## src/rtl/gf_pkg.sv

```systemverilog
// Shared GF(2^16) definitions: field width, reduction polynomial taps,
// iteration count for the square/multiply inversion and the FSM states.
package gf_pkg;

    localparam int M    = 16;
    localparam int ITER = M - 1;

    // x^16 + x^5 + x^3 + x^2 + 1, x^16 implied
    localparam logic [M-1:0] POLY_TAPS = 16'h002D;

    typedef enum logic [2:0] {
        IDLE  = 3'd0,
        SQ    = 3'd1,
        SQ_WB = 3'd2,
        MU    = 3'd3,
        MU_WB = 3'd4,
        DONE  = 3'd5
    } gf_state_e;

endpackage

```

## src/rtl/gf_inv_ctrl_if.sv

```systemverilog
// Request/result and shared-multiplier signals of the GF inversion controller.
// master: the parent (issues start, owns the multiplier); slave: the controller.
interface gf_inv_ctrl_if #(parameter int M = gf_pkg::M);

    logic         start;
    logic [M-1:0] a_in;
    logic         busy;
    logic         done;
    logic         err;
    logic [M-1:0] c_out;
    logic [M-1:0] mul_a;
    logic [M-1:0] mul_b;
    logic [M-1:0] mul_c;

    modport master (
        output start, a_in, mul_c,
        input  busy, done, err, c_out, mul_a, mul_b
    );

    modport slave (
        input  start, a_in, mul_c,
        output busy, done, err, c_out, mul_a, mul_b
    );

endinterface

```

## src/rtl/gf_inv_ctrl.sv

```systemverilog
// GF(2^M) inversion controller: c = a^(2^M-2) computed as the product of
// a^(2^i), i=1..ITER, by alternating square and multiply passes through a
// shared single-cycle registered multiplier owned by the parent.
// Optional: define GF_INV_ZERO_CHK_EN to short-circuit a zero operand
// straight to DONE with err=1; otherwise err is tied low and zero runs the
// full sequence (yielding 0).
module gf_inv_ctrl
    import gf_pkg::*;
#(
    parameter int M    = gf_pkg::M,
    parameter int ITER = gf_pkg::ITER
) (
    input  logic         clk,
    input  logic         rst,
    gf_inv_ctrl_if.slave bus
);

    localparam int IW = (ITER > 1) ? $clog2(ITER) : 1;

    gf_state_e    state_q, state_d;
    logic [M-1:0] s_q, s_d;
    logic [M-1:0] r_q, r_d;
    logic [IW-1:0] iter_q, iter_d;
    logic         busy_q, busy_d;
    logic         done_q, done_d;
    logic [M-1:0] c_q, c_d;
    logic [M-1:0] mul_a_q, mul_a_d;
    logic [M-1:0] mul_b_q, mul_b_d;
`ifdef GF_INV_ZERO_CHK_EN
    logic         err_q, err_d;
`endif

    // Next-state logic; multiplier operands are registered, so they are set
    // on the edge entering SQ/MU and read back as zero everywhere else.
    always_comb begin
        state_d = state_q;
        s_d     = s_q;
        r_d     = r_q;
        iter_d  = iter_q;
        busy_d  = busy_q;
        done_d  = 1'b0;
        c_d     = c_q;
        mul_a_d = '0;
        mul_b_d = '0;
`ifdef GF_INV_ZERO_CHK_EN
        err_d   = err_q;
`endif
        case (state_q)
            IDLE: begin
                if (bus.start) begin
                    busy_d = 1'b1;
`ifdef GF_INV_ZERO_CHK_EN
                    err_d  = 1'b0;
                    if (bus.a_in == '0) begin
                        state_d = DONE;
                        done_d  = 1'b1;
                        c_d     = '0;
                        err_d   = 1'b1;
                    end else begin
`endif
                        state_d = SQ;
                        s_d     = bus.a_in;
                        r_d     = M'(1);
                        iter_d  = '0;
                        mul_a_d = bus.a_in;
                        mul_b_d = bus.a_in;
`ifdef GF_INV_ZERO_CHK_EN
                    end
`endif
                end
            end
            SQ: state_d = SQ_WB;
            SQ_WB: begin
                // s <- s*s, and present r * (new s) for the multiply pass
                state_d = MU;
                s_d     = bus.mul_c;
                mul_a_d = r_q;
                mul_b_d = bus.mul_c;
            end
            MU: state_d = MU_WB;
            MU_WB: begin
                r_d = bus.mul_c;
                if (iter_q == IW'(ITER - 1)) begin
                    state_d = DONE;
                    done_d  = 1'b1;
                    c_d     = bus.mul_c;
                end else begin
                    state_d = SQ;
                    iter_d  = iter_q + IW'(1);
                    mul_a_d = s_q;
                    mul_b_d = s_q;
                end
            end
            DONE: begin
                // start seen here is dropped; it is taken in the next IDLE
                state_d = IDLE;
                busy_d  = 1'b0;
            end
            default: begin
                state_d = IDLE;
                busy_d  = 1'b0;
            end
        endcase
    end

    // State and registered outputs; reset aborts any operation in flight.
    always_ff @(posedge clk or posedge rst) begin
        if (rst) begin
            state_q <= IDLE;
            s_q     <= '0;
            r_q     <= '0;
            iter_q  <= '0;
            busy_q  <= 1'b0;
            done_q  <= 1'b0;
            c_q     <= '0;
            mul_a_q <= '0;
            mul_b_q <= '0;
`ifdef GF_INV_ZERO_CHK_EN
            err_q   <= 1'b0;
`endif
        end else begin
            state_q <= state_d;
            s_q     <= s_d;
            r_q     <= r_d;
            iter_q  <= iter_d;
            busy_q  <= busy_d;
            done_q  <= done_d;
            c_q     <= c_d;
            mul_a_q <= mul_a_d;
            mul_b_q <= mul_b_d;
`ifdef GF_INV_ZERO_CHK_EN
            err_q   <= err_d;
`endif
        end
    end

    assign bus.busy  = busy_q;
    assign bus.done  = done_q;
    assign bus.c_out = c_q;
    assign bus.mul_a = mul_a_q;
    assign bus.mul_b = mul_b_q;
`ifdef GF_INV_ZERO_CHK_EN
    assign bus.err   = err_q;
`else
    assign bus.err   = 1'b0;
`endif

endmodule

```

## src/flat_wrapper.sv

```systemverilog
// flat-port wrapper written by rule: the top's interface ports become plain ports
module gf_inv_ctrl_flat import gf_pkg::*;
#(
    parameter int M    = gf_pkg::M,
    parameter int ITER = gf_pkg::ITER
)
  (clk, rst, bus_start, bus_a_in, bus_mul_c, bus_busy, bus_done, bus_err, bus_c_out, bus_mul_a, bus_mul_b);
  gf_inv_ctrl_if #(.M(M)) bus_i ();
  input  logic clk;
  input  logic rst;
  input wire logic [$bits(bus_i.start)-1:0] bus_start;
  input wire logic [$bits(bus_i.a_in)-1:0] bus_a_in;
  input wire logic [$bits(bus_i.mul_c)-1:0] bus_mul_c;
  output wire logic [$bits(bus_i.busy)-1:0] bus_busy;
  output wire logic [$bits(bus_i.done)-1:0] bus_done;
  output wire logic [$bits(bus_i.err)-1:0] bus_err;
  output wire logic [$bits(bus_i.c_out)-1:0] bus_c_out;
  output wire logic [$bits(bus_i.mul_a)-1:0] bus_mul_a;
  output wire logic [$bits(bus_i.mul_b)-1:0] bus_mul_b;
  assign bus_i.start = bus_start;
  assign bus_i.a_in = bus_a_in;
  assign bus_i.mul_c = bus_mul_c;
  assign bus_busy = bus_i.busy;
  assign bus_done = bus_i.done;
  assign bus_err = bus_i.err;
  assign bus_c_out = bus_i.c_out;
  assign bus_mul_a = bus_i.mul_a;
  assign bus_mul_b = bus_i.mul_b;
  gf_inv_ctrl #(.M(M), .ITER(ITER)) u_core (.clk(clk), .rst(rst), .bus(bus_i));
endmodule
```

## config.mk

```make
export PLATFORM = sky130hd
export DESIGN_NAME = gf_inv_ctrl_flat
export DESIGN_NICKNAME = d
export VERILOG_FILES = /design/src/rtl/gf_pkg.sv /design/src/rtl/gf_inv_ctrl_if.sv /design/src/rtl/gf_inv_ctrl.sv /design/src/flat_wrapper.sv
export SDC_FILE = /design/constraint.sdc
export NUM_CORES = 1
export LEC_CHECK = 0
export CORE_MARGIN = 2
export CORE_UTILIZATION = 56
export CTS_BUF_LIST = sky130_fd_sc_hd__clkbuf_4
export DETAILED_ROUTE_END_ITERATION = 8
export PLACE_DENSITY = 0.91
export REMOVE_ABC_BUFFERS = 1
export SLEW_MARGIN = 20
export SYNTH_ARGS = -nofsm -noshare
export SYNTH_HDL_FRONTEND = slang
export SYNTH_SLANG_ARGS = --single-unit
```

## constraint.sdc

```tcl
create_clock -name clk -period 4.8 [get_ports clk]
set_clock_uncertainty 0.1 [all_clocks]
set_input_delay 0.72 -clock clk [delete_from_list [all_inputs] [get_ports clk]]
set_output_delay 0.72 -clock clk [all_outputs]
set_load 0.02 [all_outputs]
```

==> flow_metrics.py <==
metrics = {
    "run_status": {
        "outcome": "finished clean",
    },
    "synthesis": {
        "synth_cell_type_count": 36,
        "ys_ff_latch": 89,
        "synthesis.instances": 314,
        "yosysWarnings": 0,
        "netlist_area_um2": 3700,
        "ys.flop_type": "dfrtp_1",
        "syn_area_per_cell_um2": 11.8,
        "synth_seq_area_share": 0.602,
        "synth_enable_flop_cells": 0,
        "synth_area_leaders": "dfrtp_1, nand2_1, mux2_2",
        "synth_top_area_frac": 0.602,
        "async_reset_ff_frac": 1.00,
        "synth_top_area_cell": "dfrtp_1",
    },
    "critical_path": {
        "reg2reg_depth": 5,
        "r2r-end": "u_core.bus.c_out[9]$_DFFE_PP0P_",
        "crit_path_end_kind": "register",
        "cp.required_ns": 5.02,
        "cp_slowest_cell": "nand3_1",
        "critPathKind": "reg2reg",
        "reg2reg_from": "u_core.iter_q[0]$_DFFE_PP0P_",
        "crit_path_cell_trace": "inv_1 > ha_1 > nand3_1 > nor2_8 > mux2_2",
        "reg2reg_slack_ns": 2.06,
        "endpoint": "u_core.bus.c_out[9]$_DFFE_PP0P_",
        "worstSetupStartpointType": "register",
        "crit_fanout": 21,
        "worstPathArrival_ns": 2.96,
        "slowest_delay_ns": 0.77,
        "crit_start": "u_core.iter_q[0]$_DFFE_PP0P_",
    },
    "grt": {
        "grt_pass1_vias": 2925,
        "grt_busiest_layer": "met2",
        "grtUsageMet1": 0.325,
        "grt_overflow_total": 0,
        "track_usage": 0.247,
        "grt_first_pass_wirelength_um": 14000,
        "grt_max_degree": 62,
        "met3_usage": 0.0623,
        "met2_usage": 0.398,
        "antenna_found_initial": 0,
    },
    "power_and_ir_drop": {
        "power_density_nw_per_um2": 584,
        "p_int_mw": 1.70,
        "netSwitchingPower_mw": 1.05,
        "power_frac_clock": 0.164,
        "combPwrFrac": 0.404,
        "switching_share": 0.382,
        "p_leak_nw": 2.19,
        "power_mw": 2.75,
        "ir_drop_uv": 395,
        "seqPwrFrac": 0.432,
    },
    "drt": {
        "ant_nets": 0,
        "routed_wl_um": 8480,
        "drt_iter0_markers": 299,
        "drc_errors": 0,
        "firstDrtPassIters": 5,
        "via_count": 2853,
        "wl_per_cell_um": 18.0,
        "vias_per_cell": 6.04,
    },
    "floorplanning": {
        "io_pins": 86,
        "start_util": 0.580,
        "core_um2": 6390,
        "dieWidth_um": 85.3,
        "die-area_um2": 7280,
        "rows": 29,
        "die_h_um": 85.3,
    },
    "sta": {
        "rsz0062_at_grt": "false",
        "worst_slack_ns": 2.06,
        "finalCritPeriodShare": 0.570,
        "setup_viol": 0,
        "fin_crit_ns": 2.74,
        "relSlewSlack": 0.267,
        "worstMarginPinSlew_ns": 1.10,
        "fmaxAchievable_mhz": 366,
        "fin_tns_setup_ns": 0,
        "slew_viol_final": 0,
        "hold_viol": 0,
    },
    "layout": {
        "mostFrequentLayoutCell": "dfrtp_1",
        "seq_area_um2": 2230,
        "drive_above_1_share": 0.142,
        "fillCellCount": 418,
        "multi_input_area_um2": 1350,
        "syn2layout_area_growth_pct": 27.3,
        "final_nets": 428,
        "layout_common_cells": "dfrtp_1, clkdlybuf4s50_1, nand2_1",
        "n_antenna_cell": 0,
    },
    "clock_tree": {
        "cts_tree": "done",
        "clockRootBuffer": "clkbuf_4",
        "clock-sinks": 89,
        "cts_setup_buffers": 0,
        "cts_buffer_depth": 2,
        "htreeDepth": 3,
        "clkLatencyLatePin_ns": 0.42,
        "cts_buffers": 9,
        "cts.clk_slew.worst_paths_ns": 0.14,
        "ctsResizeCount": 0,
        "cts_hold_buf": 0,
    },
    "place": {
        "post-place-ws_ns": 1.96,
        "place.gp.congestion": 0.748,
        "portBuffers": 84,
        "hpwl_um": 5310,
    },
    "job": {
        "maxCapViolCount": 0,
    },
    "min_path": {
        "min_path_type": "reg2reg",
    },
}
[critical path: cells and delay by family, from the launching register on]
kind	cells	cell delay, ns
buffers and inverters	1	0.09
adder cells (fa/ha/maj)	1	0.17
AND/OR/NAND/NOR	2	1.44
multiplexers	1	0.40
flip-flops	1	0.44
[cell type report]
class / instances / share of cell area
Tap cell: 77 / 0.0204
Clock buffer: 9 / 0.0143
Multi-Input combinational cell: 200 / 0.287
Timing Repair Buffer: 88 / 0.185
Sequential cell: 89 / 0.473
Inverter: 3 / 0.00292
Clock inverter: 6 / 0.0178
[power groups by stage]
stage,clock (mW),combinational (mW),sequential [mW]
3_5_place_dp,0,1.10,1.20
5_1_grt,0.485,1.21,1.22
2_1_floorplan,0,0.549,1.29
3_3_place_gp,0,1.06,1.18
4_1_cts,0.453,1.11,1.19
6_report,0.451,1.11,1.19
[how the worst min path moves through the flow]
stage | depth (start not counted) | start | slack, ns | end
floorplan | 2 | u_core.r_q[10]$_DFFE_PP0P_ | 0.35 | u_core.bus.mul_a[10]$_DFF_PP0_
global placement | 2 | u_core.r_q[13]$_DFFE_PP0P_ | 0.36 | u_core.bus.mul_a[13]$_DFF_PP0_
detailed placement | 2 | u_core.r_q[9]$_DFFE_PP0P_ | 0.36 | u_core.bus.mul_a[9]$_DFF_PP0_
CTS | 2 | u_core.r_q[9]$_DFFE_PP0P_ | 0.40 | u_core.bus.mul_a[9]$_DFF_PP0_
global route | 1 | u_core.r_q[5]$_DFFE_PP0P_ | 0.43 | u_core.r_q[5]$_DFFE_PP0P_
finish | 2 | u_core.r_q[9]$_DFFE_PP0P_ | 0.41 | u_core.bus.mul_a[9]$_DFF_PP0_
[logic make-up (layout without fill, tap and decap cells)]
family | Yosys count | count (layout) | share of synthesized area
and+or+nand+nor | 120 | 120 | 0.149
DFF | 89 | 89 | 0.602
AOI/OAI and AO/OA | 60 | 60 | 0.152
buffers and inverters | 25 | 106 | 0.0375
muxes | 16 | 16 | 0.0487
adders and majority gates | 2 | 2 | 0.00676
other | 1 | 1 | 0.00101
xor gates and xnor gates | 1 | 1 | 0.00237
[per-stage QoR]
step	hold slack, ns	std cells	area, µm²	utilization
floorplan	0.347	292	3570	-
global placement	0.357	457	4560	0.714
detailed placement	0.361	457	4560	0.714
CTS	0.400	472	4710	0.738
global route	0.434	472	4710	0.738
finish	0.411	472	4710	0.738
[cells in the mapped netlist (2+ instances only)]
library cell  number
a211oi_1           3
a21oi_1            4
a221oi_1           6
a221oi_2          10
a22o_1            15
a32oi_1           16
buf_2              9
buf_4              3
buf_6              3
clkbuf_1           6
dfrtp_1           89
ha_1               2
inv_1              3
mux2_2            16
nand2_1           67
nand3_1            2
nor2_1            36
nor3_1             3
nor3b_2            3
or3b_2             2
[layer usage]
metal  vias up  routed length (µm)
li1       1271                   -
met1      1439                3620
met2       125                4160
met3        18                 570
met4         0                 133
met5         -                   0
[state kept, by name, summed over array words and instances, names as in the netlist, 3 cells and up]
name and cells:
u_core.r_q 16, u_core.bus.mul_b 16, u_core.bus.c_out 16, u_core.iter_q 4, u_core.s_q 16, u_core.bus.mul_a 16
u_core.state_q 3
Note: power is estimated with default switching activity, not from simulation.
